[config.mk]
export PLATFORM = sky130hd
export DESIGN_NAME = jtag_tap
export DESIGN_NICKNAME = d
export VERILOG_FILES = /design/src/rtl/jtag_pkg.sv /design/src/rtl/jtag_tap_fsm.sv /design/src/rtl/jtag_tap.sv
export SDC_FILE = /design/constraint.sdc
export NUM_CORES = 1
export LEC_CHECK = 0
export CAP_MARGIN = 20
export CORE_ASPECT_RATIO = 1.25
export CORE_MARGIN = 1.5
export CORE_UTILIZATION = 55
export CTS_BUF_LIST = sky130_fd_sc_hd__clkbuf_8
export CTS_CLUSTER_DIAMETER = 50
export DETAILED_ROUTE_END_ITERATION = 8
export PLACE_DENSITY = 0.78
export SETUP_SLACK_MARGIN = 0.15
export SLEW_MARGIN = 0
export SYNTH_ARGS = -nofsm -noshare
export SYNTH_HDL_FRONTEND = slang
export SYNTH_SLANG_ARGS = --single-unit
[constraint.sdc]
create_clock -name tck -period 1.9 [get_ports tck]
set_input_delay 0.38 -clock tck [delete_from_list [all_inputs] [get_ports tck]]
set_output_delay 0.38 -clock tck [all_outputs]
set_load 0.03 [all_outputs]
[src/rtl/jtag_pkg.sv]
// Shared JTAG definitions: TAP state encoding, default opcodes and IDCODE.
package jtag_pkg;

    typedef enum logic [3:0] {
        TLR    = 4'h0,
        RTI    = 4'h1,
        SEL_DR = 4'h2,
        CAP_DR = 4'h3,
        SH_DR  = 4'h4,
        EX1_DR = 4'h5,
        PAU_DR = 4'h6,
        EX2_DR = 4'h7,
        UPD_DR = 4'h8,
        SEL_IR = 4'h9,
        CAP_IR = 4'hA,
        SH_IR  = 4'hB,
        EX1_IR = 4'hC,
        PAU_IR = 4'hD,
        EX2_IR = 4'hE,
        UPD_IR = 4'hF
    } tap_state_t;

    // Opcodes are held 8 bits wide (the IR_WIDTH maximum) and truncated
    // or zero-extended to the configured IR width where used.
    localparam logic [7:0]  JTAG_IR_IDCODE    = 8'h0E;
    localparam logic [7:0]  JTAG_IR_USER      = 8'h0A;
    localparam logic [7:0]  JTAG_IR_BYPASS    = 8'hFF;
    localparam logic [31:0] JTAG_IDCODE_VALUE = 32'h000F_AF01;

endpackage

[src/rtl/jtag_tap_fsm.sv]
// IEEE 1149.1 TAP controller state machine.
// Ports:
//   tck, trst_n  - TAP clock, asynchronous active-low reset
//   tms          - mode select, sampled on rising tck
//   enable       - when low the state holds and all strobes are 0
//   state        - current TAP state
//   capture_ir/shift_ir/update_ir, capture_dr/shift_dr/update_dr
//                - decoded strobes: high while in the matching state, so
//                  the action happens on the rising edge that ends it
module jtag_tap_fsm
    import jtag_pkg::*;
(
    input  logic       tck,
    input  logic       trst_n,
    input  logic       tms,
    input  logic       enable,
    output tap_state_t state,
    output logic       capture_ir,
    output logic       shift_ir,
    output logic       update_ir,
    output logic       capture_dr,
    output logic       shift_dr,
    output logic       update_dr
);

    tap_state_t state_q;
    tap_state_t state_d;

    always_ff @(posedge tck or negedge trst_n) begin
        if (!trst_n) begin
            state_q <= TLR;
        end else if (enable) begin
            state_q <= state_d;
        end
    end

    always_comb begin
        state_d = state_q;
        case (state_q)
            TLR:    state_d = tms ? TLR    : RTI;
            RTI:    state_d = tms ? SEL_DR : RTI;
            SEL_DR: state_d = tms ? SEL_IR : CAP_DR;
            CAP_DR: state_d = tms ? EX1_DR : SH_DR;
            SH_DR:  state_d = tms ? EX1_DR : SH_DR;
            EX1_DR: state_d = tms ? UPD_DR : PAU_DR;
            PAU_DR: state_d = tms ? EX2_DR : PAU_DR;
            EX2_DR: state_d = tms ? UPD_DR : SH_DR;
            UPD_DR: state_d = tms ? SEL_DR : RTI;
            SEL_IR: state_d = tms ? TLR    : CAP_IR;
            CAP_IR: state_d = tms ? EX1_IR : SH_IR;
            SH_IR:  state_d = tms ? EX1_IR : SH_IR;
            EX1_IR: state_d = tms ? UPD_IR : PAU_IR;
            PAU_IR: state_d = tms ? EX2_IR : PAU_IR;
            EX2_IR: state_d = tms ? UPD_IR : SH_IR;
            UPD_IR: state_d = tms ? SEL_DR : RTI;
            default: state_d = TLR;
        endcase
    end

    always_comb begin
        state      = state_q;
        capture_ir = enable && (state_q == CAP_IR);
        shift_ir   = enable && (state_q == SH_IR);
        update_ir  = enable && (state_q == UPD_IR);
        capture_dr = enable && (state_q == CAP_DR);
        shift_dr   = enable && (state_q == SH_DR);
        update_dr  = enable && (state_q == UPD_DR);
    end

endmodule

[src/rtl/jtag_tap.sv]
// JTAG TAP: TAP FSM, instruction register and BYPASS / IDCODE / USER data
// registers, with tdo driven from negative-edge flops.
// Ports:
//   tck, trst_n      - TAP clock, asynchronous active-low reset
//   tms, tdi         - sampled on rising tck
//   enable           - low: every register holds, user_dr_update is 0
//   tdo, tdo_oe      - serial out and its enable, updated on falling tck
//   tap_state        - current FSM state (debug)
//   ir_value         - active instruction
//   user_dr_capture  - value captured into the USER DR in Capture-DR
//   user_dr_out      - last value written by Update-DR with USER selected
//   user_dr_update   - one-tck pulse when user_dr_out is written
module jtag_tap
    import jtag_pkg::*;
#(
    parameter int unsigned IR_WIDTH      = 4,
    parameter logic [31:0] IDCODE_VALUE  = JTAG_IDCODE_VALUE,
    parameter logic [7:0]  IR_IDCODE     = JTAG_IR_IDCODE,
    parameter logic [7:0]  IR_USER       = JTAG_IR_USER,
    parameter int unsigned USER_DR_WIDTH = 8
) (
    input  logic                     tck,
    input  logic                     trst_n,
    input  logic                     tms,
    input  logic                     tdi,
    input  logic                     enable,
    output logic                     tdo,
    output logic                     tdo_oe,
    output logic [3:0]               tap_state,
    output logic [IR_WIDTH-1:0]      ir_value,
    input  logic [USER_DR_WIDTH-1:0] user_dr_capture,
    output logic [USER_DR_WIDTH-1:0] user_dr_out,
    output logic                     user_dr_update
);

    localparam logic [IR_WIDTH-1:0] OP_IDCODE = IR_WIDTH'(IR_IDCODE);
    localparam logic [IR_WIDTH-1:0] OP_USER   = IR_WIDTH'(IR_USER);
    localparam logic [IR_WIDTH-1:0] OP_BYPASS = IR_WIDTH'(JTAG_IR_BYPASS);

    tap_state_t state;
    logic capture_ir, shift_ir, update_ir;
    logic capture_dr, shift_dr, update_dr;

    logic [IR_WIDTH-1:0]      ir_shift;
    logic [31:0]              idcode_sr;
    logic [USER_DR_WIDTH-1:0] user_sr;
    logic                     bypass_sr;
    logic                     sel_idcode;
    logic                     sel_user;
    logic                     dr_lsb;

    jtag_tap_fsm u_fsm (
        .tck        (tck),
        .trst_n     (trst_n),
        .tms        (tms),
        .enable     (enable),
        .state      (state),
        .capture_ir (capture_ir),
        .shift_ir   (shift_ir),
        .update_ir  (update_ir),
        .capture_dr (capture_dr),
        .shift_dr   (shift_dr),
        .update_dr  (update_dr)
    );

    assign tap_state = state;

    // Instruction register: shift stage plus active instruction.
    always_ff @(posedge tck or negedge trst_n) begin
        if (!trst_n) begin
            ir_shift <= '0;
            ir_value <= OP_IDCODE;
        end else if (enable) begin
            if (capture_ir) begin
                ir_shift <= IR_WIDTH'(1);
            end else if (shift_ir) begin
                ir_shift <= {tdi, ir_shift[IR_WIDTH-1:1]};
            end
            if (update_ir) begin
                ir_value <= ir_shift;
            end else if (state == TLR) begin
                ir_value <= OP_IDCODE;
            end
        end
    end

    // All-ones always means BYPASS, even if an opcode parameter collides.
    always_comb begin
        sel_idcode = (ir_value == OP_IDCODE) && (ir_value != OP_BYPASS);
        sel_user   = (ir_value == OP_USER) && !sel_idcode && (ir_value != OP_BYPASS);
    end

    // Data registers. Only the selected DR captures or shifts.
    always_ff @(posedge tck or negedge trst_n) begin
        if (!trst_n) begin
            idcode_sr <= '0;
            user_sr   <= '0;
            bypass_sr <= 1'b0;
        end else if (enable) begin
            if (capture_dr) begin
                if (sel_idcode) begin
                    idcode_sr <= IDCODE_VALUE;
                end else if (sel_user) begin
                    user_sr <= user_dr_capture;
                end else begin
                    bypass_sr <= 1'b0;
                end
            end else if (shift_dr) begin
                if (sel_idcode) begin
                    idcode_sr <= {tdi, idcode_sr[31:1]};
                end else if (sel_user) begin
                    // Written as shift/OR so a 1-bit USER DR needs no special case.
                    user_sr <= (user_sr >> 1)
                             | (USER_DR_WIDTH'(tdi) << (USER_DR_WIDTH - 1));
                end else begin
                    bypass_sr <= tdi;
                end
            end
        end
    end

    always_ff @(posedge tck or negedge trst_n) begin
        if (!trst_n) begin
            user_dr_out    <= '0;
            user_dr_update <= 1'b0;
        end else begin
            // update_dr is already gated by enable, so a stall clears the pulse.
            user_dr_update <= update_dr && sel_user;
            if (update_dr && sel_user) begin
                user_dr_out <= user_sr;
            end
        end
    end

    always_comb begin
        dr_lsb = bypass_sr;
        if (sel_idcode) begin
            dr_lsb = idcode_sr[0];
        end else if (sel_user) begin
            dr_lsb = user_sr[0];
        end
    end

    // Falling-edge output stage so the host sees stable data at the next rise.
    always_ff @(negedge tck or negedge trst_n) begin
        if (!trst_n) begin
            tdo    <= 1'b0;
            tdo_oe <= 1'b0;
        end else if (enable) begin
            if (state == SH_IR) begin
                tdo    <= ir_shift[0];
                tdo_oe <= 1'b1;
            end else if (state == SH_DR) begin
                tdo    <= dr_lsb;
                tdo_oe <= 1'b1;
            end else begin
                tdo    <= 1'b0;
                tdo_oe <= 1'b0;
            end
        end
    end

endmodule

==> flow_summary.yaml, run 1 <==
pwr:
  internal_power_mw: 3.54
  netSwitchingPower_mw: 1.97
  power.total_mw: 5.51
  p_leak_nw: 1.79
  ir_drop_v: 0.00118
  pwr-share-clk: 0.251
  swShare: 0.358
  p_seq_frac: 0.350
  pwr-share-comb: 0.399
  p_per_area_nw_per_um2: 1440
sta:
  grt_setup_unrepaired: "yes"
  fin_ws_ns: -0.369
  finalClockSkew_ns: 0.0142
  finalSetupViolCount: 4
  holdWs_ns: 0.440
  slew_violations: 0
  relSlewSlack: 0.624
  worstMarginPinSlew_ns: 0.564
  finalHoldViolCount: 0
global_routing:
  grt_pass1_wl_um: 10400
  grt_max_degree: 47
  grt-ovfl-total: 0
  grt_usage: 0.241
  antenna_found_initial: 0
  grt_pass1_vias: 2334
final_layout:
  final_cell_mix: "70 x nand2_1, 55 x dfrtp_1, 31 x buf_4, 29 x o21ai_1"
  nNetsFinal: 368
  final_common_cell: "nand2_1"
  drive_gt1_frac: 0.292
  antenna_cells: 0
  final_core_util: 0.745
  syn2layout_area_growth_pct: 29.2
cts:
  root_buffer: "clkbuf_8"
  cts_made_buffers: 9
  clk_pin_slew_worst_paths_ns: 0.07
  clk_latency_ns: 0.34
  ctsHtreeMaxLevel: 3
  cts_sinks: 64
  cts_buffer_depth: 2
  cts_tree: "yes"
yosys:
  yosysWarningCount: 0
  ys_seq_elements: 64
  avgSynthCellArea_um2: 10.0
  syn-cell-area_um2: 2970
  synth_top_area_share: 0.497
  synth_ff_type: "dfrtp_1"
  synth_cells: 297
  ys_types: 44
  synthArstFlopShare: 1.00
  synth_edf_count: 0
  synthTopCellsByArea: "dfrtp_1 50%, nand2_1 9.2%, o21ai_1 5.2%"
  syn_nets: 310
  synth_top_area_cell: "dfrtp_1"
  yosysSeqAreaShare: 0.541
critical_path:
  path_delay_family: "flip-flops"
  startpoint: "tdo"
  r2r-start: "ir_value[1]"
  path_max_fanout: 2
  crit_type: "flip-flop to output pin"
  cp.arrival_ns: 1.89
  crit_path_end: "tdo"
  worst_setup_path_start_kind: "flip-flop"
  cp_cell_sequence: "buf_6"
  r2r_slack_ns: -0.33
  r2r-end: "tdo"
  required_ns: 1.52
  end_kind: "output pin"
  crit_slowest_cell: "dfrtn_1"
  max_stage_delay_ns: 0.46
  critical_path_buf_inv_count: 1
  reg2reg_depth: 4
  crit_cells: 1
route:
  vias_per_cell: 5.54
  drtIter0Drc: 154
  ant_nets: 0
  routed_wirelength_um: 6410
  firstDrtPassIters: 4
  wl_per_cell_um: 15.2
  drc: 0
  num_vias: 2331
place:
  place_congestion: 0.801
  hpwlAfterDp_um: 4220
  preCtsSetupSlack_ns: -0.404
  io_buffers: 31
flow_run:
  drv_cap: 0
status:
  violations: "setup timing"
  outcome: "complete, but fails checks"
floorplanning:
  pin_count: 32
  rows: 29
  die_h_um: 85.1
  fp.dieW_um: 68.7
  start_util: 0.576
  dieArea_um2: 5850
  core-area_um2: 5150
hold_path:
  hp-class: "primary input to asynchronous set/reset pin"
-- final cells by class --
cell class,count,area [µm²]
Inverter,5,18.8
Timing Repair Buffer,67,614
Multi-Input combinational cell,208,1280
Fill cell,361,1320
Sequential cell,64,1610
Clock inverter,2,60.1
Clock buffer,13,179
Tap cell,62,77.6
-- cells in the mapped netlist (all sizes together) (2+ instances only) --
| library cell | instances |
|---|---|
| nand2 | 73 |
| and3 | 2 |
| clkbuf | 7 |
| inv | 5 |
| mux2i | 9 |
| nor2b | 6 |
| nor3b | 3 |
| o2111ai | 2 |
| nand3b | 3 |
| o21ai | 51 |
| nand4 | 3 |
| dfstp | 3 |
| and3b | 2 |
| o22a | 3 |
| nand3 | 4 |
| buf | 13 |
| dfrtn | 2 |
| a31oi | 2 |
| mux2 | 8 |
| dfrtp | 59 |
| nor2 | 14 |
| a21oi | 9 |
-- logic make-up after synthesis --
logic type             after synthesis  synth area share
AOI/OAI and AO/OA                   76             0.164
and+or+nand+nor                    115             0.185
DFF                                 64             0.541
buffers and inverters               25            0.0497
muxes                               17            0.0607
-- routing by layer --
layer  track usage  part of all wire  vias to the layer above
met5             0                 0                        -
met1         0.304              0.43                     1140
met3        0.0584             0.030                       15
met4         0.105             0.027                        0
li1              -                 -                     1132
met2         0.386              0.52                       44
-- per-stage QoR --
step	TNS, ns	area (µm²)	instances
2_1_floorplan	-0.619	3000	297
3_3_place_gp	-3.83	3530	404
3_5_place_dp	-4.62	3530	404
4_1_cts	-1.03	3790	420
5_1_grt	-1.21	3840	421
6_report	-1.07	3840	421
-- state kept, by name, summed over array words and instances, names as in the netlist --
name	flops
idcode_sr	32
ir_shift	4
u_fsm.state	4
user_dr_update	1
tdo_oe	1
user_dr_out	8
bypass_sr	1
ir_value	4
user_sr	8
tdo	1
-- power groups by stage --
| stage | logic, mW | registers (mW) | clock network (mW) |
|---|---|---|---|
| after global routing | 2.40 | 1.96 | 1.47 |
| after CTS | 2.14 | 1.92 | 1.39 |
| final | 2.20 | 1.93 | 1.38 |
| after global placement | 2.07 | 1.91 | 0 |
| after detailed placement | 2.14 | 1.93 | 0 |
| after floorplan | 1.17 | 2.10 | 0 |
-- timing repair --
action                                  in CTS  in global routing
hold buffers                                 1                  0
pin swaps                                    4                  5
buffers inserted                             0                  1
hold endpoints to repair                     6                  0
gates resized for setup                     20                 21
endpoints found under the setup margin      15                 12
-- worst min path at each step --
stage | startpoint | endpoint | slack, ns | cells past startpoint
6_report | trst_n | u_fsm.state[3] | 0.44 | 2
4_1_cts | trst_n | u_fsm.state[0] | 0.44 | 2
2_1_floorplan | trst_n | bypass_sr | 0.08 | 0
5_1_grt | trst_n | u_fsm.state[1] | 0.46 | 2
3_3_place_gp | trst_n | ir_shift[0] | 0.26 | 1
3_5_place_dp | trst_n | ir_shift[1] | 0.26 | 1
No activity file was read; power rests on OpenSTA's default activity.
==> run 2: changes to the inputs <==
SLEW_MARGIN = 20   (was 0)
clock period = 2.7 ns   (was 1.9 ns; I/O delays follow)
==> flow_summary.yaml, run 2 (synthesis gave the netlist of run 1 again) <==
place:
  place_congestion: 0.826
  place_area_um2: 3330
  io_buffers: 31
  placed_cells: 383
  hpwlAfterDp_um: 3720
final_layout:
  syn2layout_area_growth_pct: 23.3
  final_cell_mix: "73 x nand2_1, 55 x dfrtp_1, 31 x o21ai_1, 28 x clkdlybuf4s50_1, 19 x buf_4"
  nNetsFinal: 352
  final_core_util: 0.710
  reg.largest.list: "idcode_sr x32, user_dr_out x8, user_sr x8"
  finalInstanceArea_um2: 3660
  final_common_cell: "nand2_1"
  drive_gt1_frac: 0.203
  antenna_cells: 0
  largest_reg_flops: 32
  top_register: "idcode_sr"
  instances_no_fill: 406
pwr:
  swShare: 0.346
  pwr-share-comb: 0.357
  pwr-share-clk: 0.281
  netSwitchingPower_mw: 1.31
  p_leak_nw: 1.57
  ir_drop_v: 0.000789
  p_per_area_nw_per_um2: 1030
  internal_power_mw: 2.48
  p_seq_frac: 0.362
route:
  routed_wirelength_um: 5870
  drtIter0Drc: 204
  ant_nets: 0
  firstDrtPassIters: 4
  vias_per_cell: 5.48
  wl_per_cell_um: 14.4
  drc: 0
  num_vias: 2226
cts:
  cts_buffer_depth: 2
  ctsHtreeMaxLevel: 3
  ctsHoldBuffers: 0
  clk_latency_ns: 0.34
  cts_made_buffers: 9
  cts_sinks: 64
  root_buffer: "clkbuf_8"
  clk_pin_slew_worst_paths_ns: 0.07
  cts_tree: "yes"
critical_path:
  crit_slowest_cell: "dfrtn_1"
  max_stage_delay_ns: 0.44
  startpoint: "tdo"
  r2r_slack_ns: 0.09
  r2r-end: "tdo"
  crit_type: "flip-flop to output pin"
  cp.arrival_ns: 2.27
  worst_setup_path_start_kind: "flip-flop"
  crit_cells: 1
  reg2reg_depth: 4
  crit_path_end: "tdo"
  cp_cell_sequence: "buf_6"
  end_kind: "output pin"
  path_delay_family: "flip-flops"
  path_max_fanout: 2
  r2r-start: "ir_value[3]"
  critical_path_buf_inv_count: 1
  required_ns: 2.16
global_routing:
  antenna_found_initial: 0
  grt_pass1_wl_um: 9940
  grt_max_degree: 65
  grt_usage: 0.230
  grt-ovfl-total: 0
  grt_pass1_vias: 2179
floorplanning:
  rows: 29
  fp.dieW_um: 68.7
  die_h_um: 85.1
  dieArea_um2: 5850
  start_util: 0.576
  core-area_um2: 5150
  pin_count: 32
sta:
  grt_setup_unrepaired: "yes"
  relSlewSlack: 0.593
  holdWs_ns: 0.110
  finalSetupViolCount: 2
  finalClockSkew_ns: 0.0144
  slew_violations: 0
  finalHoldViolCount: 0
  worstMarginPinSlew_ns: 0.610
  fin_ws_ns: -0.106
flow_run:
  drv_cap: 0
status:
  outcome: "complete, but fails checks"
  violations: "setup timing"
hold_path:
  hp-class: "primary input to asynchronous set/reset pin"
==> run 2: metrics by stage <==
stage	power [mW]	setup TNS (ns)	worst slack, ns
after floorplan	2.26	-0.0342	-0.0342
after global placement	2.60	-0.209	-0.134
after detailed placement	2.64	-0.277	-0.176
after CTS	3.74	-0.201	-0.105
after global routing	4.01	-0.254	-0.131
final	3.79	-0.207	-0.106
==> run 2: power groups by stage <==
| stage | logic, mW | clock network (mW) | registers [mW] |
|---|---|---|---|
| 2_1_floorplan | 0.790 | 0 | 1.47 |
| 3_3_place_gp | 1.22 | 0 | 1.39 |
| 3_5_place_dp | 1.25 | 0 | 1.40 |
| 4_1_cts | 1.27 | 1.09 | 1.38 |
| 5_1_grt | 1.48 | 1.13 | 1.40 |
| 6_report | 1.35 | 1.06 | 1.37 |
==> run 2: timing repair <==
action | 4_1_cts | 5_1_grt
endpoints found under the hold margin | 0 | 0
setup buffers | 2 | 5
setup endpoints to repair | 3 | 4
gates resized for setup | 2 | 1
==> run 2: layout make-up <==
class | instances | area (µm²)
clock buffers | 9 | 124
clock inverters | 7 | 136
fillers | 389 | 1490
inverters | 5 | 18.8
multi-input cells | 208 | 1220
flip-flops and latches | 64 | 1610
well taps | 62 | 77.6
repair buffers | 51 | 470
==> run 2: per-layer routing <==
layer,wire length [µm],up-vias,global-route usage
li1,-,1100,-
met1,2570,1077,0.295
met2,2950,42,0.360
met3,251,7,0.0650
met4,93,0,0.0998
met5,0,-,0
==> run 2: worst min path at each step <==
stage	startpoint	endpoint	slack, ns	cells past startpoint
final	trst_n	user_dr_out[2]	0.11	1
after floorplan	trst_n	bypass_sr	0.24	0
after CTS	trst_n	user_dr_out[2]	0.11	1
after global placement	idcode_sr[10]	idcode_sr[10]	0.46	2
after detailed placement	idcode_sr[11]	idcode_sr[11]	0.47	2
after global routing	trst_n	user_dr_out[2]	0.13	1
==> run 3: changes to the inputs <==
CELL_PAD_IN_SITES_DETAIL_PLACEMENT = 1   (was unset)
CELL_PAD_IN_SITES_GLOBAL_PLACEMENT = 1   (was unset)
CORE_UTILIZATION = 49   (was 55)
PLACE_DENSITY = unset   (was 0.78)
PLACE_DENSITY_LB_ADDON = 0.1   (was unset)
==> flow_summary.yaml, run 3 (synthesis gave the netlist of run 1 again) <==
status:
  outcome: "complete, but fails checks"
  violations: "setup timing"
floorplanning:
  fp.dieW_um: 72.6
  die_h_um: 90.0
  rows: 31
  dieArea_um2: 6540
  pin_count: 32
  core-area_um2: 5820
  start_util: 0.510
pwr:
  p_per_area_nw_per_um2: 965
  p_leak_nw: 1.53
  ir_drop_v: 0.000626
global_routing:
  grt_usage: 0.229
  grt_pass1_wl_um: 11400
  grt_pass1_vias: 2348
  grt_max_degree: 65
  grt-ovfl-total: 0
  antenna_found_initial: 0
place:
  hpwlAfterDp_um: 4390
  preCtsSetupSlack_ns: -0.141
  place_congestion: 0.810
  io_buffers: 31
critical_path:
  worst_setup_path_start_kind: "flip-flop"
  cp_cell_sequence: "buf_6"
  critical_path_buf_inv_count: 1
  crit_slowest_cell: "dfrtn_1"
  path_max_fanout: 2
  path_delay_family: "flip-flops"
  max_stage_delay_ns: 0.43
  end_kind: "output pin"
  required_ns: 2.16
  cp.arrival_ns: 2.25
  crit_type: "flip-flop to output pin"
final_layout:
  syn2layout_area_growth_pct: 20.2
  antenna_cells: 0
  reg.largest.list: "idcode_sr x32, user_dr_out x8, user_sr x8"
  largest_reg_flops: 32
  drive_gt1_frac: 0.208
  final_cell_mix: "73 x nand2_1, 55 x dfrtp_1, 31 x o21ai_1, 28 x clkdlybuf4s50_1, 19 x buf_4"
  final_common_cell: "nand2_1"
  final_core_util: 0.613
  top_register: "idcode_sr"
  nNetsFinal: 352
cts:
  root_buffer: "clkbuf_8"
  clk_pin_slew_worst_paths_ns: 0.07
  clk_latency_ns: 0.34
  ctsHtreeMaxLevel: 3
  cts_buffer_depth: 2
  cts_sinks: 64
  cts_tree: "yes"
  cts_made_buffers: 9
route:
  firstDrtPassIters: 4
  num_vias: 2226
  wl_per_cell_um: 16.5
  vias_per_cell: 5.46
  drc: 0
  drtIter0Drc: 104
  ant_nets: 0
  routed_wirelength_um: 6720
sta:
  finalClockSkew_ns: 0.0126
  slew_violations: 0
  relSlewSlack: 0.572
  holdWs_ns: 0.103
  worstMarginPinSlew_ns: 0.640
  fin_setup_tns_ns: -0.177
  finalHoldViolCount: 0
  fin_ws_ns: -0.0909
  grt_setup_unrepaired: "yes"
  finalSetupViolCount: 2
flow_run:
  drv_cap: 0
hold_path:
  hp-class: "primary input to asynchronous set/reset pin"
[run 3: power breakdown]
| part | switching [mW] | internal (mW) |
|---|---|---|
| logic | 0.785 | 0.586 |
| clock network | 0.350 | 0.342 |
| registers | 0.184 | 1.19 |
| total | 1.32 | 2.12 |
[run 3: final cells by class]
type                            count  area, µm²
Fill cell                         648       2250
Sequential cell                    64       1610
Multi-Input combinational cell    208       1230
Timing Repair Buffer               51        470
Clock buffer                       10        138
Tap cell                           66       82.6
Clock inverter                      4       22.5
Inverter                            5       18.8
[run 3: per-stage QoR]
step	cell area, µm²	total power, mW	std cells
4_1_cts	3530	3.43	404
3_3_place_gp	3320	2.63	385
6_report	3570	3.44	408
3_5_place_dp	3320	2.68	385
2_1_floorplan	2980	2.26	297
5_1_grt	3570	3.68	408
[run 3: what timing repair did]
item,CTS,global route
pin swaps,1,2
endpoints found under the setup margin,4,3
hold buffers,0,0
resized for setup,3,1
buffers inserted,5,4
gates cloned,0,0
[run 3: final timing paths]
check / from / endpoint / slack (ns) / cells after the start
min in group tck: idcode_sr[11] / idcode_sr[11] / 0.48 / 2
max: tdo / tdo / -0.09 / 1
min: trst_n / ir_shift[2] / 0.10 / 1
max reg2reg: ir_value[1] / tdo / 0.13 / 4
max in group asynchronous: trst_n / tdo / 1.06 / 1
min reg2reg: idcode_sr[11] / idcode_sr[11] / 0.48 / 2
[run 3: routing by layer]
layer  share of wire  up-vias  track usage
met4           0.015        0       0.0991
met1            0.46     1094        0.290
met3           0.032       10       0.0482
li1                -     1094            -
met5               0        -            0
met2            0.49       28        0.372
[run 3: worst register-to-register path, cell delays in order, from the launching register on]
cell	delay [ns]
dfstp_2	0.55
and3b_1	0.19
nand3b_1	0.08
o2111ai_1	0.10
o221ai_1	0.12
